File: src/rtl/sdpram_fifo_ctrl_pkg.sv
// Shared helpers for the SDPRAM stream FIFO controller: width derivation
// for counters and ring-buffer indices.
package sdpram_fifo_ctrl_pkg;

    // Bits needed to hold the values 0..n inclusive.
    function automatic int cnt_width(input int n);
        return $clog2(n + 1);
    endfunction

    // Bits needed to index n entries (at least one bit).
    function automatic int idx_width(input int n);
        return (n > 1) ? $clog2(n) : 1;
    endfunction

endpackage

File: src/rtl/sdpram_if.sv
// Simple dual-port RAM bundle: port A writes, port B issues reads whose
// data returns with dvalb after the RAM's fixed read latency.
interface sdpram_if #(
    parameter int DATA_WIDTH = 32,
    parameter int MEM_DEPTH  = 1024,
    parameter int BYTE_WRITE = 0
);
    localparam int ADDR_WIDTH = $clog2(MEM_DEPTH);
    localparam int STRB_WIDTH = (BYTE_WRITE != 0) ? DATA_WIDTH / 8 : 1;

    logic [ADDR_WIDTH-1:0] addra;
    logic [STRB_WIDTH-1:0] wena;
    logic [DATA_WIDTH-1:0] dina;
    logic [ADDR_WIDTH-1:0] addrb;
    logic                  renb;
    logic [DATA_WIDTH-1:0] doutb;
    logic                  dvalb;

    modport sdp_m (output addra, wena, dina, addrb, renb, input doutb, dvalb);
    modport sdp_s (input addra, wena, dina, addrb, renb, output doutb, dvalb);
endinterface

File: src/rtl/sdpram_fifo_ctrl_prefetch_buf.sv
// Small register FIFO holding words returned by the RAM until the consumer
// takes them; push and pop may happen in the same cycle.
module sdpram_prefetch_buf
    import sdpram_fifo_ctrl_pkg::*;
#(
    parameter int DATA_WIDTH = 32,
    parameter int DEPTH      = 4,
    localparam int CW        = cnt_width(DEPTH),
    localparam int IW        = idx_width(DEPTH)
) (
    input  logic                  clk,
    input  logic                  rst,
    input  logic                  push_i,
    input  logic [DATA_WIDTH-1:0] din_i,
    input  logic                  pop_i,
    output logic [DATA_WIDTH-1:0] head_o,
    output logic [CW-1:0]         cnt_o
);
    logic [DATA_WIDTH-1:0] data_q [DEPTH];
    logic [IW-1:0]         wr_idx_q, wr_idx_d;
    logic [IW-1:0]         rd_idx_q, rd_idx_d;
    logic [CW-1:0]         cnt_q, cnt_d;
    logic                  do_push, do_pop;

    always_comb begin
        do_push  = push_i && (cnt_q != CW'(DEPTH));
        do_pop   = pop_i && (cnt_q != '0);
        wr_idx_d = wr_idx_q;
        rd_idx_d = rd_idx_q;
        if (do_push) begin
            wr_idx_d = (wr_idx_q == IW'(DEPTH - 1)) ? '0 : wr_idx_q + IW'(1);
        end
        if (do_pop) begin
            rd_idx_d = (rd_idx_q == IW'(DEPTH - 1)) ? '0 : rd_idx_q + IW'(1);
        end
        cnt_d = cnt_q + CW'(do_push) - CW'(do_pop);
    end

    always_ff @(posedge clk) begin
        if (rst) begin
            for (int i = 0; i < DEPTH; i++) begin
                data_q[i] <= '0;
            end
            wr_idx_q <= '0;
            rd_idx_q <= '0;
            cnt_q    <= '0;
        end else begin
            if (do_push) begin
                data_q[wr_idx_q] <= din_i;
            end
            wr_idx_q <= wr_idx_d;
            rd_idx_q <= rd_idx_d;
            cnt_q    <= cnt_d;
        end
    end

    assign head_o = data_q[rd_idx_q];
    assign cnt_o  = cnt_q;

endmodule

File: src/rtl/sdpram_fifo_ctrl.sv
// Stream FIFO controller on the master side of a simple dual-port RAM:
// writes the input stream into the RAM and prefetches it back in order.
module sdpram_fifo_ctrl
    import sdpram_fifo_ctrl_pkg::*;
#(
    parameter int DATA_WIDTH     = 32,
    parameter int MEM_DEPTH      = 1024,
    parameter int BYTE_WRITE     = 0,
    parameter int PREFETCH_DEPTH = 4,
    localparam int ADDR_WIDTH    = $clog2(MEM_DEPTH),
    localparam int STRB_WIDTH    = (BYTE_WRITE != 0) ? DATA_WIDTH / 8 : 1,
    localparam int CNT_WIDTH     = cnt_width(MEM_DEPTH + PREFETCH_DEPTH),
    localparam int PF_WIDTH      = cnt_width(PREFETCH_DEPTH)
) (
    input  logic                  clk,
    input  logic                  rst,
    input  logic                  s_valid,
    output logic                  s_ready,
    input  logic [DATA_WIDTH-1:0] s_data,
    output logic                  m_valid,
    input  logic                  m_ready,
    output logic [DATA_WIDTH-1:0] m_data,
    output logic [CNT_WIDTH-1:0]  count,
    output logic                  err,
    sdpram_if.sdp_m               mem
);
    logic [ADDR_WIDTH-1:0] wr_ptr_q, wr_ptr_d;
    logic [ADDR_WIDTH-1:0] rd_ptr_q, rd_ptr_d;
    logic [ADDR_WIDTH:0]   mem_cnt_q, mem_cnt_d;
    logic [PF_WIDTH-1:0]   inflight_q, inflight_d;
    logic                  err_q, err_d;
    logic [CNT_WIDTH-1:0]  count_q, count_d;
    logic [PF_WIDTH-1:0]   buf_cnt, buf_cnt_nxt;
    logic [PF_WIDTH:0]     credit;
    logic                  push, renb, bpush, pop;

    always_comb begin
        s_ready = !rst && (mem_cnt_q != (ADDR_WIDTH + 1)'(MEM_DEPTH));
        push    = s_valid && s_ready;
        // Words in flight plus words buffered may never exceed the buffer,
        // so returning data always has a free slot.
        credit  = {1'b0, inflight_q} + {1'b0, buf_cnt};
        renb    = !rst && (mem_cnt_q != '0) && (credit < (PF_WIDTH + 1)'(PREFETCH_DEPTH));
        bpush   = mem.dvalb && (inflight_q != '0);
        m_valid = (buf_cnt != '0);
        pop     = m_valid && m_ready;

        wr_ptr_d    = push ? wr_ptr_q + ADDR_WIDTH'(1) : wr_ptr_q;
        rd_ptr_d    = renb ? rd_ptr_q + ADDR_WIDTH'(1) : rd_ptr_q;
        mem_cnt_d   = mem_cnt_q + (ADDR_WIDTH + 1)'(push) - (ADDR_WIDTH + 1)'(renb);
        inflight_d  = inflight_q + PF_WIDTH'(renb) - PF_WIDTH'(bpush);
        buf_cnt_nxt = buf_cnt + PF_WIDTH'(bpush) - PF_WIDTH'(pop);
        err_d       = err_q || (mem.dvalb && (inflight_q == '0));
        count_d     = CNT_WIDTH'(mem_cnt_d) + CNT_WIDTH'(inflight_d) + CNT_WIDTH'(buf_cnt_nxt);
    end

    always_ff @(posedge clk) begin
        if (rst) begin
            wr_ptr_q   <= '0;
            rd_ptr_q   <= '0;
            mem_cnt_q  <= '0;
            inflight_q <= '0;
            err_q      <= 1'b0;
            count_q    <= '0;
        end else begin
            wr_ptr_q   <= wr_ptr_d;
            rd_ptr_q   <= rd_ptr_d;
            mem_cnt_q  <= mem_cnt_d;
            inflight_q <= inflight_d;
            err_q      <= err_d;
            count_q    <= count_d;
        end
    end

    sdpram_prefetch_buf #(
        .DATA_WIDTH (DATA_WIDTH),
        .DEPTH      (PREFETCH_DEPTH)
    ) u_buf (
        .clk    (clk),
        .rst    (rst),
        .push_i (bpush),
        .din_i  (mem.doutb),
        .pop_i  (pop),
        .head_o (m_data),
        .cnt_o  (buf_cnt)
    );

    assign mem.wena  = {STRB_WIDTH{push}};
    assign mem.addra = wr_ptr_q;
    assign mem.dina  = s_data;
    assign mem.renb  = renb;
    assign mem.addrb = rd_ptr_q;
    assign count     = count_q;
    assign err       = err_q;

endmodule

File: src/flat_wrapper.sv
// flat-port wrapper written by rule: the top's interface ports become plain ports
module sdpram_fifo_ctrl_flat import sdpram_fifo_ctrl_pkg::*;
#(
    parameter int DATA_WIDTH     = 32,
    parameter int MEM_DEPTH      = 1024,
    parameter int BYTE_WRITE     = 0,
    parameter int PREFETCH_DEPTH = 4,
    localparam int ADDR_WIDTH    = $clog2(MEM_DEPTH),
    localparam int STRB_WIDTH    = (BYTE_WRITE != 0) ? DATA_WIDTH / 8 : 1,
    localparam int CNT_WIDTH     = cnt_width(MEM_DEPTH + PREFETCH_DEPTH),
    localparam int PF_WIDTH      = cnt_width(PREFETCH_DEPTH)
)
  (clk, rst, s_valid, s_ready, s_data, m_valid, m_ready, m_data, count, err, mem_addra, mem_wena, mem_dina, mem_addrb, mem_renb, mem_doutb, mem_dvalb);
  sdpram_if #(.DATA_WIDTH(DATA_WIDTH), .MEM_DEPTH(MEM_DEPTH), .BYTE_WRITE(BYTE_WRITE)) mem_i ();
  input  logic clk;
  input  logic rst;
  input  logic s_valid;
  output logic s_ready;
  input  logic [DATA_WIDTH-1:0] s_data;
  output logic m_valid;
  input  logic m_ready;
  output logic [DATA_WIDTH-1:0] m_data;
  output logic [CNT_WIDTH-1:0] count;
  output logic err;
  output wire logic [$bits(mem_i.addra)-1:0] mem_addra;
  output wire logic [$bits(mem_i.wena)-1:0] mem_wena;
  output wire logic [$bits(mem_i.dina)-1:0] mem_dina;
  output wire logic [$bits(mem_i.addrb)-1:0] mem_addrb;
  output wire logic [$bits(mem_i.renb)-1:0] mem_renb;
  input wire logic [$bits(mem_i.doutb)-1:0] mem_doutb;
  input wire logic [$bits(mem_i.dvalb)-1:0] mem_dvalb;
  assign mem_addra = mem_i.addra;
  assign mem_wena = mem_i.wena;
  assign mem_dina = mem_i.dina;
  assign mem_addrb = mem_i.addrb;
  assign mem_renb = mem_i.renb;
  assign mem_i.doutb = mem_doutb;
  assign mem_i.dvalb = mem_dvalb;
  sdpram_fifo_ctrl #(.DATA_WIDTH(DATA_WIDTH), .MEM_DEPTH(MEM_DEPTH), .BYTE_WRITE(BYTE_WRITE), .PREFETCH_DEPTH(PREFETCH_DEPTH)) u_core (.clk(clk), .rst(rst), .s_valid(s_valid), .s_ready(s_ready), .s_data(s_data), .m_valid(m_valid), .m_ready(m_ready), .m_data(m_data), .count(count), .err(err), .mem(mem_i));
endmodule
File: config.mk
export PLATFORM = sky130hd
export DESIGN_NAME = sdpram_fifo_ctrl_flat
export DESIGN_NICKNAME = d
export VERILOG_FILES = /design/src/rtl/sdpram_fifo_ctrl_pkg.sv /design/src/rtl/sdpram_if.sv /design/src/rtl/sdpram_fifo_ctrl_prefetch_buf.sv /design/src/rtl/sdpram_fifo_ctrl.sv /design/src/flat_wrapper.sv
export SDC_FILE = /design/constraint.sdc
export NUM_CORES = 1
export LEC_CHECK = 0
export ABC_AREA = 1
export BUFFER_PORTS_ARGS = -buffer_cell sky130_fd_sc_hd__buf_2
export CORE_MARGIN = 4
export CORE_UTILIZATION = 42
export DETAILED_ROUTE_END_ITERATION = 16
export GPL_TIMING_DRIVEN = 0
export PLACE_DENSITY = 0.66
export SYNTH_ARGS = -nofsm -noshare
export SYNTH_HDL_FRONTEND = slang
export SYNTH_SLANG_ARGS = --single-unit
File: constraint.sdc
create_clock -name clk -period 4.4 [get_ports clk]
set_input_delay 0.88 -clock clk [delete_from_list [all_inputs] [get_ports clk]]
set_output_delay 0.88 -clock clk [all_outputs]
set_load 0.02 [all_outputs]
==> qor.csv, run 1 <==
metric;value;unit
layout cells sized above 1;25.4;%
standard-cell row count;53;
relative slew slack;38.6;%
Syn-to-layout area delta;19.8;%
clk buf depth;2;
worst slew pin tran;0.917;ns
DRT Pass-1 Iters;5;
Fin Setup TNS;0;ns
vias per cell;4.89;
per-cell routed wire length;14.9;um
Net Count, Synth;1093;
top post-synthesis cells by count;nor2_1, edfxtp_1, inv_1;
Worst setup EP type;flop;
Tcrit/Tclk final;94.0;%
detailed-placement wirelength estimate;14.5;mm
global-route wire length before repair;33.7;mm
critical path's largest stage delay;0.52;ns
Cells on Worst Hold Path;2;
hold buffer count at cts;0;
Psw;3.63;mW
Seq pwr share;29.8;%
CTS Sinks;183;
Achievable Freq;242;MHz
HP Start;u_core.err$_SDFF_PP0_;
area leader, netlist;edfxtp_1;
Die Span X;155;um
DIE HEIGHT;155;um
CTS Buf Count;17;
clk_skew;0.0120;ns
Hold EP;u_core.err$_SDFF_PP0_;
# fillers;2011;
MaxCap Viol Count;0;
Hold Vio Cnt, Final;0;
#FFs+latches synth;183;
Post-Syn Area per Cell;9.20;sq um
post-synthesis async set-or-reset flop share;0;%
total gr overflow;0;
Comb pwr share;51.0;%
Worst Setup Start Kind;flop;
Initial DRC Count;433;
most frequent CP cell;inv_2;
YS warnings;0;
worst hold-check path type;reg -> reg;
cells after synthesis;986;
Die Area;0.0240;sq mm
crit path max fanout;5;
Final ANT Viol Nets;0;
H-tree levels;4;
FF-to-FF path depth;26;
Internal;4.51;mW
number of port buffers;135;
Setup-failing EPs final;0;
I/O Pins;169;
RSZ-0062 raised after global routing;yes;
Initial Util;42.9;%
largest net degree at the start of global routing;33;
TritonCTS clock tree;yes;
Post-synth EDFFs;128;
Post-Syn Area;0.00907;sq mm
register area share after synthesis;54.5;%
DRC;0;
initial antenna violation count;0;
top cell type's share of synthesized area;42.4;%
core area;0.0212;sq mm
Max IR drop VDD;0.459;mV
top-count cell post-synth;nor2_1;
number of diodes;0;
DRT Wirelength;21.3;mm
switching fraction of total power;44.6;%
pins over their slew limit;0;
fin nets;1254;
vias in the first global route;6757;
Power per Cell Area;748;mW/mm^2
CTS clk-pin slew, worst paths;0.07;ns
r2r startpoint;u_core.mem_cnt_q[4]$_SDFF_PP0_;
root buffer cell;clkbuf_16;
Crit path required time;4.73;ns
Clock Power Share;19.2;%
via count;7022;
total track usage;17.7;%
R2R setup slack;0.26;ns
critical path class;reg -> reg;
Clock Latency Late Sink;0.44;ns
Leak;4.87;nW
Main synth FF type;edfxtp_1;
Worst R2R End;u_core.count[9]$_SDFF_PP0_;
Synth area leaders;edfxtp_1, dfxtp_1, nor2_1;
CP arrival;4.46;ns
Finished Core Util;51.4;%
synth unique cells;40;
crit path max-delay cell type;fa_1;
fin crit period;4.14;ns
GP Congestion;0.853;
status;finished, final reports clean;
==> metal layers <==
metal	vias to the layer above	wire, um	global-route usage, %
li1	3517	-	-
met4	0	257	4.50
met1	3252	9140	23.2
met3	24	1480	3.50
met2	229	10500	30.0
met5	-	0	0
==> worst max-delay path, delay by kind of cell, from the launching register on <==
kind,cells,cell delay (ns)
flops,1,0.33
buf+inv,7,0.40
simple gates,11,1.14
compound gates,1,0.12
fa+ha+maj,7,2.02
==> sequential cells by signal (all words and copies together), names as in the netlist, named ones only <==
register	flops
u_core.count	11
u_core.mem.addrb	10
u_core.err	1
u_core.mem_cnt_q	11
u_core.mem.addra	10
u_core.u_buf.cnt_o	3
u_core.u_buf.rd_idx_q	2
u_core.u_buf.data_q	128
u_core.u_buf.wr_idx_q	2
u_core.inflight_q	3
==> timing repair <==
action / 4_1_cts / 5_1_grt
buffers inserted: 1 / 6
pin swaps: 1 / 13
endpoints found under the setup margin: 2 / 6
resized for setup: 0 / 26
==> power groups by stage <==
stage | sequential [mW] | clock [mW] | combinational (mW)
2_1_floorplan | 2.48 | 0 | 2.91
6_report | 2.42 | 1.56 | 4.15
3_3_place_gp | 2.45 | 0 | 3.93
5_1_grt | 2.46 | 1.67 | 4.73
3_5_place_dp | 2.45 | 0 | 3.99
4_1_cts | 2.41 | 1.59 | 4.01
==> stage by stage <==
stage / cells / hold WS [ns] / power (mW) / setup slack [ns] / instance area, sq um
after global routing: 1435 / 0.492 / 8.86 / -0.0172 / 10900
final: 1435 / 0.462 / 8.14 / 0.265 / 10900
after global placement: 1396 / 0.438 / 6.37 / -0.326 / 10100
after detailed placement: 1396 / 0.449 / 6.44 / -0.358 / 10100
after floorplan: 986 / 0.482 / 5.40 / 0.00225 / 9120
after CTS: 1429 / 0.461 / 8.02 / 0.0184 / 10800
==> cell families (layout without fill, tap and decap cells) <==
group	after synthesis	count (layout)	share of synthesized area, %
flops	183	183	54.5
simple gates	399	399	18.8
compound gates	154	154	9.29
xor+xnor	14	14	1.35
buf+inv	198	372	10.2
fa+ha+maj	38	38	5.90
==> how the worst max path moves through the flow <==
stage / start / end / slack (ns) / cells after the start
3_5_place_dp: rst / u_core.count[9]$_SDFF_PP0_ / -0.36 / 23
2_1_floorplan: rst / u_core.count[9]$_SDFF_PP0_ / 0.002 / 23
6_report: u_core.mem_cnt_q[4]$_SDFF_PP0_ / u_core.count[9]$_SDFF_PP0_ / 0.26 / 26
3_3_place_gp: rst / u_core.count[9]$_SDFF_PP0_ / -0.33 / 23
4_1_cts: u_core.u_buf.cnt_o[2]$_SDFF_PP0_ / u_core.count[9]$_SDFF_PP0_ / 0.02 / 23
5_1_grt: u_core.mem_cnt_q[5]$_SDFF_PP0_ / u_core.count[9]$_SDFF_PP0_ / -0.02 / 26
==> cell usage in the layout, fill, tap and decap left out, types with 3 or more instances in the layout <==
cell type	count
nand3_1	17
inv_6	5
nor2_1	232
inv_12	4
o21bai_1	3
nand4_1	8
nor4_1	3
nor2_4	7
dfxtp_2	6
inv_2	18
buf_6	6
buf_2	142
ha_1	26
xnor2_1	3
dfxtp_1	49
nor3_1	8
nor2_2	4
inv_1	105
nand3_2	4
nand2_1	94
buf_1	3
o21ai_0	76
inv_8	3
fa_1	6
o22ai_1	33
o21ai_1	3
a21oi_1	31
edfxtp_1	128
buf_4	40
nand2_4	5
clkbuf_16	17
nand2_2	13
clkbuf_1	20
xor2_1	10
==> final cells by class <==
cell class | count | area [sq um] | share of cell area [%]
flip-flops and latches | 183 | 4950 | 45.5
well taps | 275 | 344 | 3.16
plain buffers | 71 | 467 | 4.29
repair buffers | 142 | 728 | 6.70
inverters | 127 | 485 | 4.46
multi-input cells | 605 | 3290 | 30.2
clock inverters | 15 | 183 | 1.68
clock buffers | 17 | 425 | 3.91
(Power assumes the default switching activity.)
==> run 2: changes to the inputs <==
GPL_TIMING_DRIVEN = 1   (was 0)
PLACE_DENSITY = unset   (was 0.66)
PLACE_DENSITY_LB_ADDON = 0.15   (was unset)
==> run 2 against run 1 <==
Effect of this change: cell count is 5.5% lower; via count is 4.8% lower; worst setup slack better by 0.044 ns; sequential power hardly changed; critical endpoint unchanged; clock skew is 0.0013 ns lower; routed wire length is 1.5% lower; sequential share of layout area is 2.1 points higher; critical path depth is 5 lower; non-clock buffer count is 79 lower; clock power hardly changed; worst hold slack worse by 0.0098 ns; global-route usage is 0.22 points higher.
==> qor.csv, run 2 (same netlist as run 1, synthesis figures left out) <==
metric;value;unit;change
status;finished, final reports clean;;
CP endpoint;u_core.count[9]$_SDFF_PP0_;;
CP arrival;4.41;ns;-0.05 ns
leading cell type in the layout, fill and taps excluded;nor2_1;;
initial antenna violation count;0;;unchanged
Worst Setup Start Kind;flop;;
TritonCTS clock tree;yes;;
Syn-to-layout area delta;14.3;%;
R2R setup slack;0.31;ns;+0.04 ns
core area;0.0212;sq mm;unchanged
Die Area;0.0240;sq mm;unchanged
PnR Total Power;8.15;mW;+0.11%
relative slew slack;54.0;%;+15 points
Largest register FFs;128;;unchanged
vias per cell;4.93;;+0.79%
Die Span X;155;um;unchanged
worst slew pin tran;0.689;ns;-0.228 ns
CP top delay family;adder cells;;
RSZ-0062 raised after global routing;yes;;
layout cells sized above 1;20.3;%;-5.2 points
critical path class;reg -> reg;;
r2r startpoint;u_core.u_buf.cnt_o[2]$_SDFF_PP0_;;
GP Congestion;0.831;;-2.6%
total track usage;17.9;%;+0.22 points
Initial DRC Count;372;;-14%
clk_skew;0.0107;ns;-0.00129 ns
fin nets;1175;;-6.3%
DRC;0;;unchanged
vias in the first global route;6653;;-1.5%
Max IR drop VDD;0.507;mV;+10%
Power per Cell Area;785;mW/mm^2;+4.9%
Tcrit/Tclk final;93.0;%;-1.0 points
Hold Vio Cnt, Final;0;;unchanged
Finished Core Util;49.0;%;-2.4 points
Critical Path Source;u_core.u_buf.cnt_o[2]$_SDFF_PP0_;;
global-route wire length before repair;34.0;mm;+1.0%
Worst R2R End;u_core.count[9]$_SDFF_PP0_;;
MaxCap Viol Count;0;;unchanged
crit path max fanout;4;;-1
crit path max-delay cell type;fa_1;;
root buffer cell;clkbuf_16;;
standard-cell row count;53;;unchanged
CTS Buf Count;17;;unchanged
fin crit period;4.09;ns;-0.0444 ns
CTS clk-pin slew, worst paths;0.07;ns;about the same
Setup-failing EPs final;0;;unchanged
Achievable Freq;244;MHz;+1.1%
FF-to-FF path depth;21;;-19%
DRT Wirelength;21.0;mm;-1.5%
Crit path required time;4.72;ns;about the same
detailed-placement wirelength estimate;13.3;mm;-8.7%
number of port buffers;104;;-23%
CP bufs+invs;3;;-4
CTS Sinks;183;;unchanged
pins over their slew limit;0;;unchanged
via count;6688;;-4.8%
DIE HEIGHT;155;um;unchanged
total stage count of the critical path;21;;-19%
H-tree levels;4;;unchanged
Leak;4.61;nW;-5.4%
I/O Pins;169;;unchanged
critical path's largest stage delay;0.47;ns;-0.05 ns
Final ANT Viol Nets;0;;unchanged
Initial Util;42.9;%;unchanged
number of diodes;0;;unchanged
# fillers;2037;;+1.3%
largest net degree at the start of global routing;65;;+97%
worst hold-check path type;reg -> reg;;
commonest cells after routing, fill and taps aside;nor2_1, edfxtp_1, inv_1;;
largest reg by FF count;u_core.u_buf.data_q;;
clk buf depth;2;;unchanged
Clock Latency Late Sink;0.43;ns;about the same
per-cell routed wire length;15.5;um;+4.2%
Worst setup EP type;flop;;
total gr overflow;0;;unchanged
CP Cell Sequence;ha_1, nor2_1, nand2_1, a31oi_1, nand2_2, buf_4, ha_1, inv_1, ha_1, fa_1, xnor2_1, fa_1, buf_4, fa_2, nor2_1, nor2_1, nor2_4, nand3_2, nor2_2, nand2_1, a21boi_1;;
hold buffer count at cts;0;;unchanged
Setup Buffers After CTS;0;;-1
DRT Pass-1 Iters;8;;+3
run 2: cell types whose count changed in the layout (fill, tap and decap cells not counted), moves of 5 or more:
cell / change
dfxtp_2: -5
clkbuf_1: -20
buf_4: -10
buf_6: -6
dfxtp_1: +5
buf_2: -38
inv_1: +5
run 2: how the worst min path moves through the flow:
| stage | from | endpoint | slack, ns | cells past startpoint |
|---|---|---|---|---|
| floorplan | u_core.u_buf.rd_idx_q[1]$_SDFFE_PP0P_ | flop | 0.48 | 2 |
| global placement | u_core.err$_SDFF_PP0_ | u_core.err$_SDFF_PP0_ | 0.44 | 2 |
| detailed placement | u_core.err$_SDFF_PP0_ | u_core.err$_SDFF_PP0_ | 0.45 | 2 |
| CTS | u_core.err$_SDFF_PP0_ | u_core.err$_SDFF_PP0_ | 0.46 | 2 |
| global route | u_core.err$_SDFF_PP0_ | u_core.err$_SDFF_PP0_ | 0.48 | 2 |
| finish | u_core.err$_SDFF_PP0_ | u_core.err$_SDFF_PP0_ | 0.45 | 2 |
run 2: routing by layer:
| layer | vias to the layer above | routed length [um] | track usage [%] |
|---|---|---|---|
| met2 | 169 | 10200 | 29.8 |
| met3 | 19 | 1150 | 3.50 |
| met1 | 3151 | 9460 | 23.8 |
| met5 | - | 0 | 0 |
| met4 | 0 | 211 | 5.17 |
| li1 | 3349 | - | - |
run 2: layout make-up:
cell class	instances	area [sq um]	share of cell area (%)
timing repair buffer	134	746	7.19
tap	275	344	3.32
sequential	183	4950	47.7
inverter	127	483	4.66
clock inverter	15	183	1.76
multi-input combinational	605	3250	31.3
clock buffer	17	425	4.10
run 2: repair_timing:
item | in CTS | in global routing
endpoints found under the setup margin | 0 | 3
hold endpoints to repair | 0 | 0
gates resized for setup | 0 | 4
run 2: tightest hold or removal path: stages, from the launching register on:
cell     delay [ns]
dfxtp_1        0.31
inv_1          0.04
a21oi_1        0.05
run 2: metrics by stage:
step | cells | setup slack [ns] | setup TNS [ns] | cell area [sq um] | hold WS [ns]
6_report | 1356 | 0.309 | 0 | 10400 | 0.452
5_1_grt | 1356 | -0.00733 | -0.0129 | 10400 | 0.482
4_1_cts | 1356 | 0.242 | 0 | 10400 | 0.457
3_5_place_dp | 1324 | -0.0714 | -0.0972 | 9750 | 0.447
3_3_place_gp | 1324 | -0.0349 | -0.0349 | 9750 | 0.437
2_1_floorplan | 986 | 0.00225 | 0 | 9120 | 0.482
run 2: report_power, final:
part	internal (mW)	switching, mW
sequential	2.26	0.143
combinational	1.51	2.66
clock	0.864	0.719
